`src/rtl/pipe_seg_buf.sv`:
```
`default_nettype none
// +------------------------------------------------------------------------+
// | pipe_seg_buf : registered pipeline segment buffer with flush.          |
// | Define PIPE_SEG_SKID_EN for a 2-entry skid buffer (registered in_ready)|
// | Rev 1.0                                                                |
// +------------------------------------------------------------------------+
module pipe_seg_buf #(
  parameter int WIDTH       = 64,
  parameter int CLR_PAYLOAD = 1
) (
  input  logic             clk,
  input  logic             resetn,
  input  logic             flush,
  input  logic             in_valid,
  output logic             in_ready,
  input  logic [WIDTH-1:0] in_data,
  output logic             out_valid,
  input  logic             out_ready,
  output logic [WIDTH-1:0] out_data,
  output logic [1:0]       occupancy
);

  localparam logic c_clr = (CLR_PAYLOAD != 0);

  logic [WIDTH-1:0] r_main;
  logic             w_in_fire;
  logic             w_out_fire;

  assign w_in_fire  = in_valid & in_ready;
  assign w_out_fire = out_valid & out_ready;
  assign out_data   = r_main;

`ifdef PIPE_SEG_SKID_EN
  // State encoding doubles as the occupancy count.
  localparam logic [1:0] S_EMPTY = 2'd0;
  localparam logic [1:0] S_ONE   = 2'd1;
  localparam logic [1:0] S_TWO   = 2'd2;

  logic [1:0]       r_state;
  logic [1:0]       w_next_state;
  logic [WIDTH-1:0] r_skid;
  logic             w_load_main_in;
  logic             w_load_main_skid;
  logic             w_load_skid;

  always_ff @(posedge clk) begin
    if (!resetn) begin
      r_state <= S_EMPTY;
    end else begin
      r_state <= w_next_state;
    end
  end

  always_comb begin
    w_next_state     = r_state;
    w_load_main_in   = 1'b0;
    w_load_main_skid = 1'b0;
    w_load_skid      = 1'b0;
    case (r_state)
      S_EMPTY: begin
        if (w_in_fire) begin
          w_next_state   = S_ONE;
          w_load_main_in = 1'b1;
        end
      end
      S_ONE: begin
        if (w_in_fire && w_out_fire) begin
          w_load_main_in = 1'b1;
        end else if (w_in_fire) begin
          w_next_state = S_TWO;
          w_load_skid  = 1'b1;
        end else if (w_out_fire) begin
          w_next_state = S_EMPTY;
        end
      end
      S_TWO: begin
        if (w_out_fire) begin
          w_next_state     = S_ONE;
          w_load_main_skid = 1'b1;
        end
      end
      default: w_next_state = S_EMPTY;
    endcase
    if (flush) begin
      w_next_state = S_EMPTY;
    end
  end

  always_comb begin
    out_valid = (r_state != S_EMPTY);
    in_ready  = (r_state != S_TWO);
    occupancy = r_state;
  end

  always_ff @(posedge clk) begin
    if (!resetn || flush) begin
      if (c_clr) begin
        r_main <= '0;
        r_skid <= '0;
      end
    end else begin
      if (w_load_main_in) begin
        r_main <= in_data;
      end else if (w_load_main_skid) begin
        r_main <= r_skid;
      end
      if (w_load_skid) begin
        r_skid <= in_data;
      end
    end
  end
`else
  logic r_valid;

  // Accept when empty or when the held entry leaves this same cycle.
  assign in_ready  = !r_valid | out_ready;
  assign out_valid = r_valid;
  assign occupancy = {1'b0, r_valid};

  always_ff @(posedge clk) begin
    if (!resetn) begin
      r_valid <= 1'b0;
    end else if (flush) begin
      r_valid <= 1'b0;
    end else if (w_in_fire) begin
      r_valid <= 1'b1;
    end else if (w_out_fire) begin
      r_valid <= 1'b0;
    end
  end

  always_ff @(posedge clk) begin
    if (!resetn || flush) begin
      if (c_clr) begin
        r_main <= '0;
      end
    end else if (w_in_fire) begin
      r_main <= in_data;
    end
  end
`endif

endmodule
`default_nettype wire

```
`config.mk`:
```
export PLATFORM = sky130hd
export DESIGN_NAME = pipe_seg_buf
export DESIGN_NICKNAME = d
export VERILOG_FILES = /design/src/rtl/pipe_seg_buf.sv
export SDC_FILE = /design/constraint.sdc
export NUM_CORES = 1
export LEC_CHECK = 0
export CORE_MARGIN = 2
export CORE_UTILIZATION = 43
export DETAILED_ROUTE_END_ITERATION = 7
export HOLD_SLACK_MARGIN = 0.03
export PLACE_DENSITY = 0.85
export SLEW_MARGIN = 5
export SYNTH_ARGS = -nofsm -noshare
export SYNTH_HDL_FRONTEND = slang
export SYNTH_SLANG_ARGS = --single-unit
export TNS_END_PERCENT = 100
```
`constraint.sdc`:
```
create_clock -name clk -period 2.9 [get_ports clk]
set_input_delay 0.29 -clock clk [delete_from_list [all_inputs] [get_ports clk]]
set_output_delay 0.29 -clock clk [all_outputs]
set_load 0.01 [all_outputs]
```
### Word level (Yosys, flattened, before mapping)

Cells that the tools add are included.

| cells by class | value |
|---|---|
| order comparisons | 0 |
| reductions and logical operators | 5 |
| $add $sub $neg | 0 |
| bitwise logic cells | 4 |
| $mul | 0 |
| shift-type cells | 0 |
| multiplexer cells | 2 |
| div/mod/pow operators | 0 |
| eq/ne operators | 0 |

Operator list:

| cell | number |
|---|---|
| 1-bit bitwise AND | 2 |
| 1-bit zero test | 2 |
| 1-bit two-way mux | 2 |
| 2-bit nonzero test | 1 |
| 2-bit OR reduction | 1 |
| 1-bit logical OR | 1 |
| 1-bit NOT | 1 |
| 1-bit bitwise OR | 1 |

| storage, ports and cells | value |
|---|---|
| ROM bits | 0 |
| bits in latches | 0 |
| bits in registers | 65 |
| memory bits (writable) | 0 |
| memories | 0 |

### Logic depth before layout (Yosys ltp)

| depth | value |
|---|---|
| word-level depth | 4 |
| mapped depth | 5 |
| gate-level depth less buffers | 3 |

### Worst setup path after synthesis

No wires, ideal clock.

| path | value |
|---|---|
| path kind | register to register |
| start | register r_valid, in the netlist out_valid |
| end | register r_main[0], in the netlist out_data[0] |
| clock period less this slack | 1.092 ns |
| path buffers | 2 |
| slack | 1.808 ns |
| library setup time | 0.067 ns |
| arrival | 1.025 ns |
| cell stages (with the launch flop) | 6 |
| path through | dfxtp_1 nand2b_4 and2_4 buf_6 buf_6 o21ai_2 |

| on the way | value |
|---|---|
| longest elaborated chain between the ends | 3 |

RTL lines:

| element | RTL line | source |
|---|---|---|
| start: declaration | 113 | `logic r_valid;` |
| start signal: assignment | 122 | `r_valid <= 1'b0;` |
| start signal: assignment | 124 | `r_valid <= 1'b0;` |
| start signal: assignment | 126 | `r_valid <= 1'b1;` |
| 1-bit zero test | 116 | `assign in_ready = !r_valid \| out_ready;` |
| 1-bit bitwise OR | 116 |  |
| 1-bit bitwise AND | 29 | `assign w_in_fire = in_valid & in_ready;` |
| end signal: assignment | 138 | `r_main <= in_data;` |
| end: declaration | 25 | `logic [WIDTH-1:0] r_main;` |

Every way passes these cells.
A chain may end at the register's enable or synchronous reset.

### Worst setup path after layout

| path | value |
|---|---|
| start | input port out_ready |
| end | output port in_ready |

| on the way | value |
|---|---|
| longest elaborated chain between the ends | 1 |

RTL lines:

| element | RTL line | source |
|---|---|---|
| start: declaration | 18 | `input logic out_ready,` |
| 1-bit bitwise OR | 116 |  |
| end: declaration | 15 | `output logic in_ready,` |

Every way passes these cells.

==> impl_results.md <==
* Fin cells at between 400 and 500
* GRT met1 Usage at about a quarter
* Initial core utilization at between 40% and 50%
* CTS tree: yes
* TNS Setup at 0 ps
* RSZ-0062 raised after global routing: no
* GR Util met3 at just under 6%
* #FFs+latches synth at 65
* Cell leakage power at approximately 1.5 nW
* Layout cell share with drive strength beyond 1 at just under 20%
* CP Class: primary input to output pin
* Commonest non-fill, non-tap cell in the layout: clkdlybuf4s50_1
* Cell area after synthesis at 0.00277 mm2
* # Post-CTS Setup Buffers at 0
* Count of input and output buffers at ~140
* Aggregate global routing overflow at 0
* R2R Setup Slk at ~1100 ps
* Final HPWL DP at about 4.7 mm
* CP required at 2610 ps
* Initial antenna violation count at 0
* HP Class: register to register
* Util after Layout at 67.5%
* Fin. Hold Viols at 0
* GR Layer Usage met2 at a little under a third
* Worst-Skew Late Latency at roughly 320 ps
* Hold buffers post-CTS at 0
* Global placer's final weighted congestion at around 0.8
* Power, Total at between 1.5 and 2 mW
* Routed Antenna Nets at 0
* Num CTS Buffers at 9
* Area growth syn-to-layout at 53.2%
* Post-Place Cells at between 400 and 500
* Post-route minimum period at between 2000 and 2500 ps
* Clock net sink count at 65
* Drt pass-1 iters at 4
* # fillers at 503
* Core area at roughly 0.0063 mm2
* Design area at between 0.004 and 0.005 mm2
* Max FO, Critical Path at 33
* Worst path arrival time at around 1700 ps
* Setup Viol. Count Final at 0
* Clock Tree Buf Depth at 2
* GR peak layer: met2
* Worst Min Path Start: out_data[62]
* Ports at between 100 and 150
* Critical path origin: out_ready
* Die X at approximately 84 um
* Seq/Total Area, Yosys at 47.0%
* Power Density at around 470 mW/mm2
* Vias at 2641
* WL per Instance at between 10 and 15 um
* Vias per cell at 5.34
* Final Worst Setup Slack at a little under 900 ps
* Worst-Margin Slew at between 600 and 700 ps
* Initial DRC Count at between 100 and 150
* Max Cap Viol at 0
* Vias in the first global route at around 2400
* Die H at between 80 and 90 um
* Slew HR at a little under three fifths
* Htree depth at 3
* Placement-stage worst setup slack at 701 ps
* DRC at 0
* Warnings, synthesis at 0
* Cell Rows at 29
* Hold WS at between 400 and 500 ps
* Global-route wire length before repair at approximately 11 mm
* Most frequent cells in the layout: 134 x clkdlybuf4s50_1, 65 x dfxtp_1, 64 x nand2_1, 64 x nand4_1, 60 x o21ai_2
* Count of cell types in the netlist at 15
* Reg clk slew, reported paths at 60 ps
* Post-synth net total at ~370
* Worst r2r src: out_valid
* Routed wire length at 7.12 mm
* DIE AREA at 0.00709 mm2
* Placed instance area at 0.00404 mm2
* Post-Synthesis Cells at 300
* Mapped Avg Cell Area at roughly 9.2 um2
* Nets at a little under 500
* Status: finished, final reports clean
* Total track usage at approximately 20%
* Startpoint Class: primary input
* CTS resizes at 0
* Clock root buffer: clkbuf_8
* Clock Skews at approximately 4.3 ps
* Setup crit end kind: output pin
* VDD IR-drop max at 0.339 mV
* Cells taking the most area after synthesis: dfxtp_1 47%, o21ai_2 19%, nand4_1 14%
* FMAX at approximately 0.5 GHz
* Synth area leader: dfxtp_1
* Antenna diodes at 0
* Fin. max-slew vios at 0
* Share of the synthesized area in the top cell type at a little under half
* Pin count of the biggest net entering global routing at 130
* Crit share post-route at between 60% and 70%
-- logic make-up after synthesis --
family | count (synthesis) | synth area share (%)
and+or+nand+nor | 131 | 24.3
AOI/OAI and AO/OA | 65 | 20.0
DFF | 65 | 47.0
buffers and inverters | 38 | 8.59
other | 1 | 0.135
-- synth_stat cells --
cell type  number
and2_4          1
buf_2          22
o21ai_2        60
nand2_1        64
a21boi_1        1
nand2b_4        1
o21ai_1         4
inv_1           1
clkbuf_1        4
buf_6           7
nor2b_2         1
buf_4           4
nand4_1        64
dfxtp_1        65
conb_1          1
-- per-layer routing --
layer  up-vias  wire (um)
li1       1311          -
met2        91       3440
met4         0         80
met1      1231       3140
met3         8        456
met5         -          0
-- critical path, stage by stage --
cell             delay [ps]
clkdlybuf4s50_1         460
nand2b_4                350
clkdlybuf4s50_1         610
-- final cells by class --
type / count / area (um2) / area share (%)
Multi-Input combinational cell: 197 / 1230 / 29.1
Sequential cell: 65 / 1300 / 30.7
Tap cell: 77 / 96.3 / 2.27
Clock inverter: 3 / 40.0 / 0.945
Timing Repair Buffer: 140 / 1410 / 33.2
Inverter: 1 / 3.75 / 0.0885
Clock buffer: 12 / 155 / 3.66
-- report_power, final --
group	total, mW	switching, mW	internal, mW
registers	0.940	0.0165	0.924
logic	0.300	0.136	0.165
clock network	0.745	0.308	0.437
total	1.99	0.460	1.52
-- path summary, 6_finish.rpt --
path / to / cells after the start
min: out_data[62] / 2
min reg2reg: out_data[62] / 2
max reg2reg: out_data[54] / 4
max: in_ready / 3
-- registers in the layout (all words and copies together), names as in the netlist --
signal / count
out_data: 64
out_valid: 1
No activity file was read; power rests on OpenSTA's default activity.
